===== src/rtl/uart_rx_fifo.sv =====
// uart_rx_fifo: receive-side byte buffer that sits directly after the UART
// receiver, in the receiver's 16x-oversample clock domain.
//
// A new byte is detected on the rising edge of the receiver's level-held
// rx_valid. Each new byte is written into a synchronous FIFO. The FIFO is
// read with first-word fall-through: the head byte is always on m_data.
//
// Ports:
//   clk, rst           clock; asynchronous active-high reset
//   rx_valid, rx_data  receiver byte strobe (level) and data
//   m_data, m_valid,   consumer side, valid/ready handshake
//   m_ready
//   level, full, empty occupancy 0..DEPTH and the flags derived from it
//   overrun, drop_cnt  sticky drop flag and saturating drop counter
//   clr_overrun        single-cycle pulse that clears overrun and drop_cnt
//
// Handshake: a byte is transferred on every rising clk edge where
// m_valid && m_ready. m_valid depends only on FIFO state and never on
// m_ready. m_data holds steady while m_valid is high and no transfer occurs.
// m_ready sampled while m_valid is low has no effect.
module uart_rx_fifo #(
  parameter int DEPTH  = 16,
  parameter int ADDR_W = 4,
  parameter int DATA_W = 8
) (
  input  logic              clk,
  input  logic              rst,
  input  logic              rx_valid,
  input  logic [DATA_W-1:0] rx_data,
  output logic [DATA_W-1:0] m_data,
  output logic              m_valid,
  input  logic              m_ready,
  output logic [ADDR_W:0]   level,
  output logic              full,
  output logic              empty,
  output logic              overrun,
  output logic [7:0]        drop_cnt,
  input  logic              clr_overrun
);

  localparam logic [ADDR_W:0] LEVEL_MAX = (ADDR_W+1)'(DEPTH);

  logic [DATA_W-1:0] mem [DEPTH];
  logic [ADDR_W-1:0] wr_ptr;
  logic [ADDR_W-1:0] rd_ptr;
  logic [ADDR_W:0]   level_q;
  logic              rx_valid_d;
  logic              overrun_q;
  logic [7:0]        drop_q;

  logic push_req;
  logic pop;
  logic do_push;
  logic drop;

  assign full    = (level_q == LEVEL_MAX);
  assign empty   = (level_q == '0);
  assign level   = level_q;
  assign m_valid = ~empty;
  assign m_data  = mem[rd_ptr];
  assign overrun = overrun_q;
  assign drop_cnt = drop_q;

  // One push per rx_valid high period, however long it lasts.
  assign push_req = rx_valid & ~rx_valid_d;
  assign pop      = m_valid & m_ready;
  // A pop in the same cycle frees the slot, so a push at full still fits.
  assign do_push  = push_req & (~full | pop);
  assign drop     = push_req & full & ~pop;

  // Memory has no reset. Contents are don't-care until written.
  always_ff @(posedge clk) begin
    if (do_push) mem[wr_ptr] <= rx_data;
  end

  always_ff @(posedge clk or posedge rst) begin
    if (rst) begin
      wr_ptr     <= '0;
      rd_ptr     <= '0;
      level_q    <= '0;
      // Reset high: a byte still held on rx_valid across reset release
      // must not look like a fresh rising edge.
      rx_valid_d <= 1'b1;
    end else begin
      rx_valid_d <= rx_valid;
      if (do_push) wr_ptr <= wr_ptr + 1'b1;
      if (pop)     rd_ptr <= rd_ptr + 1'b1;
      case ({do_push, pop})
        2'b10:   level_q <= level_q + 1'b1;
        2'b01:   level_q <= level_q - 1'b1;
        default: level_q <= level_q;
      endcase
    end
  end

  // A drop in the same cycle as clr_overrun wins: the drop is counted as
  // the first drop after the clear.
  always_ff @(posedge clk or posedge rst) begin
    if (rst) begin
      overrun_q <= 1'b0;
      drop_q    <= '0;
    end else if (drop) begin
      overrun_q <= 1'b1;
      if (clr_overrun)        drop_q <= 8'd1;
      else if (drop_q != 8'hFF) drop_q <= drop_q + 8'd1;
    end else if (clr_overrun) begin
      overrun_q <= 1'b0;
      drop_q    <= '0;
    end
  end

endmodule


===== config.mk =====
export PLATFORM = sky130hd
export DESIGN_NAME = uart_rx_fifo
export DESIGN_NICKNAME = d
export VERILOG_FILES = /design/src/rtl/uart_rx_fifo.sv
export SDC_FILE = /design/constraint.sdc
export NUM_CORES = 1
export LEC_CHECK = 0
export CORE_MARGIN = 1.5
export CORE_UTILIZATION = 59
export CTS_CLUSTER_SIZE = 25
export DETAILED_ROUTE_END_ITERATION = 8
export PLACE_DENSITY = 0.84
export SYNTH_ARGS = -nofsm -noshare
export SYNTH_HDL_FRONTEND = slang
export SYNTH_SLANG_ARGS = --single-unit

===== constraint.sdc =====
create_clock -name clk -period 2.85 [get_ports clk]
set_input_delay 0.855 -clock clk [delete_from_list [all_inputs] [get_ports clk]]
set_output_delay 0.855 -clock clk [all_outputs]
set_load 0.005 [all_outputs]

==> out/metrics.csv, run 1 <==
stage,metric,value,unit
finish,final_cells,590,
logic_synthesis,synthSimpleGateAreaFrac,6.64,%
timing,final.hold.worst_slack,0.525,ns
run,maxCapViolations,0,
logic_synthesis,ys_ff_latch,151,
finish,post_route_cells_drive_above_1_share,32.8,%
finish,nets,464,
route,num_vias,3669,
logic_synthesis,synth-compound-area-share,4.69,%
min_path,hp-start,overrun,
placement,dp_hpwl,8.40,mm
setup_path,critPathTopFamily,multiplexers,
logic_synthesis,synth-main-ff-cell,edfxtp_1,
clock_network,tritoncts.num_buffers,17,
timing,slew_at_the_pin_closest_to_its_max_slew_limit,0.638,ns
timing,tightest_slew_margin_relative_to_the_limit,57.3,%
clock_network,clk_pin_slew,0.06,ns
timing,period_minus_slack,3.08,ns
logic_synthesis,synthMuxAreaShare,12.5,%
power,p_leak,2.76,nW
floorplanning,fp.dieW,106,um
timing,fmax,325,MHz
logic_synthesis,dominant_combinational_cell_family_by_area_after_synthesis,multiplexers,
setup_path,cell_chain_of_the_critical_path,"buf_6, buf_6, mux4_2, a22oi_2, nand2_1, buf_2",
power,psw,0.00224,W
logic_synthesis,post_synthesis_net_count,376,
placement,place_congestion,0.802,
floorplanning,design.portCount,38,
floorplanning,core_region_area,0.0103,mm^2
route,drt_iter0_drc,341,
clock_network,clk_latency,0.52,ns
timing,final.setup_skew,0.00638,ns
timing,timing.final.hold_violations,0,
logic_synthesis,synth_xor_area_share,1.27,%
route,drc,0,
floorplanning,starting_density_of_the_core,60.5,%
power,pwr_density_cell,973,mW/mm^2
route,finalWirelength,14.3,mm
finish,final_design_area_no_fill,0.00779,mm^2
route,avgViaCountPerCell,6.22,
clock_network,number_of_sinks_on_the_clock_net,151,
timing,setup_slack,-0.228,ns
logic_synthesis,netlist-cell-type-count,51,
floorplanning,num_rows,37,
run_status,status,"complete, but fails checks",
setup_path,cp_slowest_cell,mux4_2,
setup_path,timing.rr.start,level[0],
global_routing,antenna_found_initial,0,
setup_path,worst_setup_path_class,flip-flop to output pin,
logic_synthesis,ys.warnings.count,0,
logic_synthesis,synthesis.area,0.00622,mm^2
setup_path,crit_end,m_data[0],
setup_path,reg2reg_slack,0.49,ns
global_routing,gr-total-overflow,0,
setup_path,worst_r2r_endpoint,level[4],
setup_path,r2r.worst_path.cells,10,
route,drt_first_pass_iters,5,
power,comb_power_share,32.9,%
global_routing,first_pass_grt_wire_length,22.2,mm
setup_path,cp.depth,6,
setup_path,worst_setup_path_startpoint,rd_ptr[0],
floorplanning,vert_die_dim,106,um
logic_synthesis,synth_adder_area_share,2.13,%
run_status,failed_checks,setup timing,
logic_synthesis,average_instance_area_after_synthesis,17.6,um^2
floorplanning,die_footprint,0.0112,mm^2
power,vdd_drop_max,537,uV
route,post_drt_wl_per_cell,24.3,um
global_routing,largest_net_degree_at_the_start_of_global_routing,24,
finish,postLayoutCoreUtil,75.8,%
clock_network,clock-root-buffer,clkbuf_8,
min_path,hold_class,flip-flop to flip-flop,
setup_path,crit_path_frequent_cell,buf_6,
finish,syn_to_final_growth,25.4,%
setup_path,critPathLaunchType,flip-flop,
clock_network,cts_tree,yes,
clock_network,cts_hold_buffers,0,
logic_synthesis,synth_edf_count,128,
setup_path,critical_path.endpoint_type,output pin,
placement,placement.cell_area,0.00696,mm^2
setup_path,cp.buffers_inverters,3,
placement,portBuffers,37,
setup_path,critPathRequiredTime,2.00,ns
timing,final-setup-viol-count,8,
setup_path,arrival,2.22,ns
route,detail-route-antenna-nets,0,
timing,rsz0062_at_grt,true,
power,power.share.sequential,37.1,%
power,p_sw_share,29.5,%
power,clock_network_fraction_of_design_power,30.0,%
global_routing,grtUsageTotal,28.1,%
clock_network,clockBufferDepth,2,
finish,num_antenna_cells,0,
clock_network,cts.htree.levels,4,
logic_synthesis,synth-seq-area-share,71.1,%
logic_synthesis,syn-instance-count,353,
placement,dpl.cell_count,541,
setup_path,worst-path-max-fanout,4,
setup_path,critical-path-max-stage-delay,0.51,ns
logic_synthesis,synthArstFlopShare,15.2,%
power,internal-power,0.00534,W
timing,final_max_slew_viol_count,0,
timing,min_period_over_period,108,%
global_routing,number_of_global_route_vias_before_repair,3852,
## area by class of cell
cell class                      instances  area, um^2
Inverter                                9        33.8
Sequential cell                       151        4430
Multi-Input combinational cell        176        1770
Clock inverter                         12         175
Timing Repair Buffer                   86         792
Tap cell                              136         170
Clock buffer                           20         425
Fill cell                             597        2480
## synthesized netlist by cell type (all sizes together) (3+ instances only)
cell type | number | area share (%)
xnor2 | 8 | 1.1
nor2b | 3 | 0.30
a22oi | 16 | 1.9
buf | 10 | 0.72
edfxtp | 128 | 62
clkbuf | 7 | 0.42
nor3 | 8 | 0.64
ha | 9 | 1.8
a21oi | 8 | 0.70
nand3 | 10 | 0.89
mux2 | 3 | 0.54
inv | 9 | 0.54
mux4 | 32 | 12
nor2 | 16 | 0.97
and3 | 3 | 0.30
nand2 | 18 | 1.1
nand2b | 5 | 0.54
dfrtp | 22 | 8.9
o21ai | 5 | 0.40
## routing by layer
metal	track usage, %	vias up	share of wire (%)
met5	0	-	0
met4	12.3	0	3.3
met3	6.00	42	6.5
met2	47.2	189	53
met1	35.4	1855	38
li1	-	1583	-
## logic make-up (layout without fill, tap and decap cells)
| group | after synthesis | after routing |
|---|---|---|
| simple gates | 78 | 78 |
| flops | 151 | 151 |
| xor+xnor | 9 | 9 |
| compound gates | 42 | 42 |
| mux | 37 | 37 |
| fa+ha+maj | 10 | 10 |
| buf+inv | 26 | 127 |
## tightest hold or removal path: stages, from the launching register on
cell and delay [ns]:
dfrtp_1 0.38, inv_1 0.05, o21ai_0 0.06
## layout by cell type, fill, tap and decap left out, types with 2 or more instances in the layout
cell type / count
edfxtp_1: 128
buf_4: 34
mux4_2: 32
clkdlybuf4s50_1: 28
nand2_1: 18
dfrtp_1: 17
nor2_1: 16
clkbuf_16: 16
a22oi_2: 15
buf_6: 11
nand3_1: 9
ha_1: 9
inv_1: 8
xnor2_1: 8
nor3_1: 8
buf_2: 8
a21oi_1: 7
dfrtp_2: 5
nand2b_1: 4
o21ai_0: 4
bufinv_16: 4
buf_12: 4
and3_1: 3
clkbuf_1: 3
a31oi_1: 2
nand4_1: 2
or2_2: 2
o31ai_1: 2
or4_1: 2
mux2i_1: 2
mux2_1: 2
nor2b_2: 2
and2_1: 2
o211ai_1: 2
inv_6: 2
clkinv_2: 2
clkinvlp_4: 2
## per-stage QoR
stage | TNS, ns | worst slack, ns | power, W
finish | -1.45 | -0.228 | 0.00758
detailed placement | -0.00138 | -0.00138 | 0.00495
global placement | 0 | 0.0332 | 0.00485
CTS | -1.29 | -0.209 | 0.00750
global route | -1.91 | -0.278 | 0.00787
floorplan | 0 | 0.269 | 0.00407
## flip-flops by register name (all words and copies together) (netlist names)
register and count:
drop_cnt 8, level 5, mem 128, overrun 1
rd_ptr 4, rx_valid_d 1, wr_ptr 4
## power groups by stage
stage	sequential [W]	combinational (W)	clock, W
3_3_place_gp	0.00282	0.00204	0
3_5_place_dp	0.00285	0.00210	0
6_report	0.00281	0.00249	0.00227
5_1_grt	0.00284	0.00264	0.00238
2_1_floorplan	0.00274	0.00133	0
4_1_cts	0.00281	0.00240	0.00229
## worst min path at each step
stage / end / cells past startpoint / slack [ns]
after floorplan: rd_ptr[3] / 1 / 0.49
after global placement: rd_ptr[3] / 1 / 0.50
after detailed placement: overrun / 2 / 0.52
after CTS: overrun / 2 / 0.54
after global routing: overrun / 2 / 0.60
final: overrun / 2 / 0.52
## what timing repair did
item / in CTS / in global routing
gates cloned: 1 / 0
resized for setup: 63 / 3
hold endpoints to repair: 0 / 0
endpoints found under the setup margin: 10 / 10
pin swaps: 22 / 5
buffers inserted: 11 / 7
Power figures use the tool's default switching activity.
==> run 2, diff against run 1 <==
--- a/config.mk
+++ b/config.mk
@@ -6,10 +6,10 @@
 export NUM_CORES = 1
 export LEC_CHECK = 0
 export CORE_MARGIN = 1.5
-export CORE_UTILIZATION = 59
+export CORE_UTILIZATION = 30
 export CTS_CLUSTER_SIZE = 25
 export DETAILED_ROUTE_END_ITERATION = 8
-export PLACE_DENSITY = 0.84
+export PLACE_DENSITY = 0.51
 export SYNTH_ARGS = -nofsm -noshare
 export SYNTH_HDL_FRONTEND = slang
 export SYNTH_SLANG_ARGS = --single-unit
==> run 2 against run 1 <==
Effect of this change:
- sequential power decreased by 1%
- critical path type unchanged
- largest cell class unchanged
- critical endpoint is now m_data[7]
- the flow still finishes with violations (setup timing)
- hold slack worse by 0.0055 ns
- design area is 1.9% higher
- global-route usage shrank 15 points
- core utilization is 37 points lower
- die area grew 93%
- sequential share of layout area is 1.1 points lower
- highest routed layer unchanged
==> out/metrics.csv, run 2 (synthesis gave the netlist of run 1 again) <==
stage,metric,value,unit,change
run_status,status,"complete, but fails checks",,
run_status,failed_checks,setup timing,,
global_routing,largest_net_degree_at_the_start_of_global_routing,36,,+50%
floorplanning,vert_die_dim,147,um,+39%
setup_path,r2r.worst_path.cells,9,,-1
power,psw,0.00217,W,-3.0%
setup_path,cell_chain_of_the_critical_path,"buf_12, buf_12, buf_12, mux4_2, a22oi_2, nand2_1, buf_2",,
floorplanning,fp.dieW,147,um,+39%
timing,timing.final.hold_violations,0,,unchanged
finish,layout.cells.most_common,edfxtp_1,,
clock_network,cts_tree,yes,,
placement,portBuffers,37,,unchanged
setup_path,cp_slowest_cell,mux4_2,,
power,pwr_density_cell,935,mW/mm^2,-3.8%
placement,dp_hpwl,8.51,mm,+1.4%
route,drt_first_pass_iters,4,,-1
finish,num_antenna_cells,0,,unchanged
timing,final-setup-viol-count,6,,-2
placement,post-place-ws,-0.000534,ns,+0.000843 ns
route,num_vias,3385,,-7.7%
min_path,hold_class,flip-flop to flip-flop,,
clock_network,clock-root-buffer,clkbuf_16,,
timing,final.setup_skew,0.0145,ns,+0.00815 ns
finish,nets,461,,-0.65%
setup_path,worst_setup_path_class,flip-flop to output pin,,
setup_path,cp.buffers_inverters,4,,+1
power,p_sw_share,29.2,%,-0.31 points
clock_network,clk_pin_slew,0.06,ns,about the same
finish,final_cell_mix,"128 x edfxtp_1, 34 x buf_4, 32 x mux4_2",,
power,vdd_drop_max,488,uV,-9.0%
route,detail-route-antenna-nets,0,,unchanged
finish,largest_register,mem,,
setup_path,worst-path-max-fanout,5,,+1
route,avgViaCountPerCell,4.69,,-25%
setup_path,worst_setup_path_startpoint,rd_ptr[0],,
clock_network,clockBufferDepth,2,,unchanged
placement,place_congestion,0.771,,-3.9%
global_routing,gr-total-overflow,0,,unchanged
setup_path,cp.depth,7,,+1
setup_path,critPathTopFamily,buffers and inverters,,
setup_path,critical_path.endpoint_type,output pin,,
setup_path,critPathLaunchType,flip-flop,,
timing,rsz0062_at_grt,true,,
global_routing,grtUsageTotal,13.2,%,-15 points
finish,post_route_cells_drive_above_1_share,31.3,%,-1.6 points
setup_path,crit_path_frequent_cell,buf_12,,
floorplanning,design.portCount,38,,unchanged
floorplanning,core_region_area,0.0203,mm^2,+98%
timing,min_period_over_period,103,%,-4.6 points
timing,final.setup.tns,-0.394,ns,+1.05 ns
setup_path,critPathRequiredTime,2.00,ns,about the same
clock_network,tritoncts.num_buffers,17,,unchanged
route,finalWirelength,13.3,mm,-7.5%
power,p_leak,2.74,nW,-0.68%
route,post_drt_wl_per_cell,18.4,um,-24%
power,p_total,0.00743,W,-2.0%
global_routing,number_of_global_route_vias_before_repair,3667,,-4.8%
power,internal-power,0.00526,W,-1.6%
power,comb_power_share,33.2,%,+0.3 points
finish,syn_to_final_growth,27.8,%,
global_routing,antenna_found_initial,0,,unchanged
floorplanning,num_rows,52,,+41%
timing,slew_at_the_pin_closest_to_its_max_slew_limit,0.589,ns,-0.0488 ns
clock_network,clk_latency,0.42,ns,-0.10 ns
timing,period_minus_slack,2.95,ns,-0.131 ns
setup_path,crit_end,m_data[7],,
run,maxCapViolations,0,,unchanged
floorplanning,starting_density_of_the_core,30.6,%,-30 points
timing,fmax,339,MHz,+4.4%
timing,final_max_slew_viol_count,0,,unchanged
clock_network,cts.htree.levels,4,,unchanged
timing,tightest_slew_margin_relative_to_the_limit,60.6,%,+3.3 points
clock_network,number_of_sinks_on_the_clock_net,151,,unchanged
route,drc,0,,unchanged
power,clock_network_fraction_of_design_power,29.5,%,-0.5 points
finish,number_of_fill_cells,1903,,+220%
finish,largest_reg_flops,128,,unchanged
route,drt_iter0_drc,192,,-44%
global_routing,first_pass_grt_wire_length,21.0,mm,-5.2%
power,power.share.sequential,37.3,%,+0.2 points
setup_path,worst_r2r_endpoint,level[4],,
setup_path,reg2reg_slack,0.56,ns,+0.07 ns
setup_path,critical-path-max-stage-delay,0.47,ns,-0.04 ns
setup_path,arrival,2.09,ns,-0.13 ns
clock_network,cts_hold_buffers,0,,unchanged
finish,postLayoutCoreUtil,39.1,%,-37 points
floorplanning,die_footprint,0.0216,mm^2,+93%
setup_path,timing.rr.start,level[0],,
timing,setup_slack,-0.0972,ns,+0.131 ns
run 2: cell count changes in the layout (fill, tap and decap cells not counted), moves of 2 or more:
cell,previous run,this run
clkinv_4,1,4
buf_12,4,10
buf_6,11,1
a22oi_1,1,5
a22oi_2,15,11
bufinv_16,4,2
inv_6,2,4
run 2: worst min path at each step:
stage / cells after the start / startpoint / to
global placement: 1 / rd_ptr[3] / rd_ptr[3]
finish: 2 / overrun / overrun
floorplan: 1 / rd_ptr[3] / rd_ptr[3]
detailed placement: 1 / rd_ptr[3] / rd_ptr[3]
global route: 2 / overrun / overrun
CTS: 2 / overrun / overrun
run 2: final cells by class:
cell class,instances,area (um^2),share of cell area [%]
well taps,270,338,4.25
clock inverters,13,146,1.84
clock buffers,19,433,5.45
multi-input cells,176,1750,22.1
flip-flops and latches,151,4430,55.7
inverters,9,33.8,0.425
repair buffers,83,812,10.2
run 2: power by group through the flow:
stage / sequential, W / clock (W) / combinational (W)
6_report: 0.00277 / 0.00219 / 0.00246
5_1_grt: 0.00280 / 0.00234 / 0.00268
4_1_cts: 0.00278 / 0.00224 / 0.00254
3_5_place_dp: 0.00283 / 0 / 0.00214
3_3_place_gp: 0.00281 / 0 / 0.00212
2_1_floorplan: 0.00274 / 0 / 0.00133
run 2: through the flow:
stage	instances	hold WS, ns	area [um^2]
floorplan	353	0.490	6220
global placement	672	0.507	7110
detailed placement	672	0.516	7110
CTS	719	0.528	7950
global route	721	0.552	7940
finish	721	0.520	7940
run 2: layer usage:
layer,wire length [um],global-route usage (%)
met1,6340,18.0
met2,6360,20.9
met3,411,2.83
met4,148,4.55
met5,0,0
run 2: worst reg2reg max path, delay by kind of cell (launching register included):
family | cells | cell delay, ns
adder cells (fa/ha/maj) | 1 | 0.21
AO/OA/AOI/OAI | 3 | 0.60
flip-flops | 1 | 0.43
buffers and inverters | 1 | 0.06
AND/OR/NAND/NOR | 4 | 0.91
run 2: what timing repair did:
| action | in CTS | in global routing |
|---|---|---|
| gates resized for setup | 49 | 5 |
| buffers inserted | 13 | 4 |
| pin swaps | 17 | 7 |
| setup endpoints to repair | 11 | 10 |
| gates cloned | 2 | 0 |
==> run 3, diff against run 2 <==
--- a/config.mk
+++ b/config.mk
@@ -7,6 +7,7 @@
 export LEC_CHECK = 0
 export CORE_MARGIN = 1.5
 export CORE_UTILIZATION = 30
+export CTS_BUF_LIST = sky130_fd_sc_hd__clkbuf_8
 export CTS_CLUSTER_SIZE = 25
 export DETAILED_ROUTE_END_ITERATION = 8
 export PLACE_DENSITY = 0.51
==> run 3 against run 2 <==
Effect of this change:
- the run still ends with setup timing left
- via count is 2.0% higher
- clock power is 27% lower
- global-route usage hardly changed
- design area is 1.2% lower
- critical endpoint is now m_data[6]
- largest cell class unchanged
==> out/metrics.csv, run 3 (synthesis gave the netlist of run 1 again) <==
stage,metric,value,unit,change
run_status,status,"complete, but fails checks",,
run_status,failed_checks,setup timing,,
run,maxCapViolations,0,,unchanged
clock_network,cts_hold_buffers,0,,unchanged
setup_path,worst_r2r_endpoint,level[4],,
setup_path,worst_setup_path_class,flip-flop to output pin,,
route,drt_first_pass_iters,4,,unchanged
floorplanning,design.portCount,38,,unchanged
clock_network,number_of_sinks_on_the_clock_net,151,,unchanged
finish,final_cell_mix,"128 x edfxtp_1, 36 x buf_4, 32 x mux4_2",,
power,pwr_density_cell,889,mW/mm^2,-4.9%
setup_path,critical-path-max-stage-delay,0.50,ns,+0.03 ns
clock_network,clock-root-buffer,clkbuf_8,,
finish,layout.cells.most_common,edfxtp_1,,
setup_path,arrival,2.13,ns,+0.04 ns
route,detail-route-antenna-nets,0,,unchanged
floorplanning,num_rows,52,,unchanged
setup_path,worst-path-max-fanout,4,,-1
placement,dp_hpwl,8.51,mm,unchanged
power,psw,0.00214,W,-1.4%
timing,fmax,335,MHz,-1.2%
timing,final-setup-viol-count,8,,+2
power,p_total,0.00697,W,-6.1%
setup_path,reg2reg_slack,0.42,ns,-0.14 ns
power,comb_power_share,37.3,%,+4.1 points
setup_path,timing.rr.start,level[1],,
placement,place_congestion,0.771,,unchanged
clock_network,clockBufferDepth,2,,unchanged
route,finalWirelength,13.4,mm,+0.73%
clock_network,clk_latency,0.45,ns,+0.03 ns
clock_network,cts_tree,yes,,
global_routing,gr-total-overflow,0,,unchanged
power,power.share.sequential,39.7,%,+2.4 points
clock_network,cts.htree.levels,4,,unchanged
placement,portBuffers,37,,unchanged
floorplanning,core_region_area,0.0203,mm^2,unchanged
setup_path,worst_setup_path_startpoint,rd_ptr[0],,
global_routing,use_met3,3.20,%,+0.37 points
timing,final.setup.tns,-0.839,ns,-0.445 ns
route,drt_iter0_drc,198,,+3.1%
setup_path,cp.depth,7,,unchanged
floorplanning,vert_die_dim,147,um,unchanged
global_routing,globalRoute.busiestLayer,met2,,
global_routing,grtUsageTotal,13.2,%,+0.036 points
timing,final.hold.worst_slack,0.522,ns,+0.00289 ns
min_path,hold_class,flip-flop to flip-flop,,
finish,post_route_cells_drive_above_1_share,32.4,%,+1.1 points
global_routing,global_route.usage.met1,17.8,%,-0.18 points
timing,final_max_slew_viol_count,0,,unchanged
finish,nets,467,,+1.3%
route,avgViaCountPerCell,4.75,,+1.1%
timing,slew_at_the_pin_closest_to_its_max_slew_limit,0.596,ns,+0.00728 ns
clock_network,tritoncts.num_buffers,17,,unchanged
finish,num_antenna_cells,0,,unchanged
setup_path,cp_slowest_cell,mux4_2,,
setup_path,cell_chain_of_the_critical_path,"buf_6, buf_12, buf_12, mux4_2, a22oi_2, nand2_1, buf_2",,
floorplanning,starting_density_of_the_core,30.6,%,unchanged
timing,timing.final.hold_violations,0,,unchanged
setup_path,critPathRequiredTime,2.00,ns,about the same
clock_network,clk_pin_slew,0.09,ns,+0.03 ns
timing,min_period_over_period,105,%,+1.2 points
route,num_vias,3452,,+2.0%
finish,syn_to_final_growth,26.2,%,
setup_path,crit_end,m_data[6],,
global_routing,grt_util_met2,21.1,%,+0.19 points
timing,tightest_slew_margin_relative_to_the_limit,60.1,%,-0.43 points
route,drc,0,,unchanged
power,p_sw_share,30.7,%,+1.5 points
power,p_leak,2.74,nW,about the same
setup_path,r2r.worst_path.cells,10,,+1
global_routing,number_of_global_route_vias_before_repair,3663,,-0.11%
global_routing,first_pass_grt_wire_length,21.0,mm,-0.13%
timing,final.setup_skew,0.0158,ns,+0.00127 ns
power,vdd_drop_max,402,uV,-18%
setup_path,crit_path_frequent_cell,buf_12,,
timing,period_minus_slack,2.98,ns,+0.0355 ns
route,post_drt_wl_per_cell,18.4,um,about the same
setup_path,cp.buffers_inverters,4,,unchanged
power,clock_network_fraction_of_design_power,23.0,%,-6.5 points
timing,setup_slack,-0.133,ns,-0.0355 ns
global_routing,largest_net_degree_at_the_start_of_global_routing,36,,unchanged
setup_path,critical_path.endpoint_type,output pin,,
floorplanning,fp.dieW,147,um,unchanged
setup_path,critPathTopFamily,buffers and inverters,,
finish,largest_reg_flops,128,,unchanged
timing,rsz0062_at_grt,true,,
global_routing,antenna_found_initial,0,,unchanged
finish,largest_register,mem,,
floorplanning,die_footprint,0.0216,mm^2,unchanged
power,internal-power,0.00483,W,-8.0%
setup_path,critPathLaunchType,flip-flop,,
-- run 3: worst register-to-register path, cell delays in order (launching register included) --
cell,delay (ns)
dfrtp_2,0.45
nor4_4,0.38
nand2b_4,0.08
buf_4,0.15
nand3_2,0.09
inv_2,0.06
ha_1,0.21
or2_2,0.31
o22a_1,0.20
o31a_1,0.25
o211ai_1,0.17
-- run 3: how the worst min path moves through the flow --
stage               from        end  slack [ns]  depth (start not counted)
3_3_place_gp   rd_ptr[3]  rd_ptr[3]        0.51                          1
5_1_grt          overrun    overrun        0.56                          2
4_1_cts          overrun    overrun        0.53                          2
3_5_place_dp   rd_ptr[3]  rd_ptr[3]        0.52                          1
2_1_floorplan  rd_ptr[3]  rd_ptr[3]        0.49                          1
6_report         overrun    overrun        0.52                          2
-- run 3: through the flow --
step	setup slack (ns)	utilization, %	instances	instance area, um^2
after floorplan	0.269	-	353	6220
after global placement	0.0361	35.0	672	7110
after detailed placement	-0.000534	35.0	672	7110
after CTS	-0.202	38.3	721	7770
after global routing	-0.249	38.6	727	7840
final	-0.133	38.6	727	7840
-- run 3: routing by layer --
metal  vias to the layer above  part of all wire, %  wire (um)
li1                       1591                    -          -
met1                      1783                   46       6180
met2                        68                   49       6540
met3                        10                  3.7        499
met4                         0                  1.0        135
met5                         -                    0          0
-- run 3: layout make-up --
cell class                 count  area [um^2]
sequential                   151         4420
clock inverter                15          154
fill                        1920        12500
clock buffer                  17          234
multi-input combinational    176         1760
inverter                       9         33.8
timing repair buffer          89          897
tap                          270          338
-- run 3: power groups by stage --
stage                     Clock (W)  Combinational, W  Sequential, W
final                       0.00160           0.00260        0.00277
after global routing        0.00175           0.00281        0.00280
after CTS                   0.00166           0.00256        0.00277
after detailed placement          0           0.00214        0.00283
after global placement            0           0.00212        0.00281
after floorplan                   0           0.00133        0.00274
-- run 3: what timing repair did --
item	in CTS	in global routing
endpoints found under the setup margin	11	10
buffers inserted	15	6
cloned	2	0
resized for setup	55	4
pin swaps	19	9
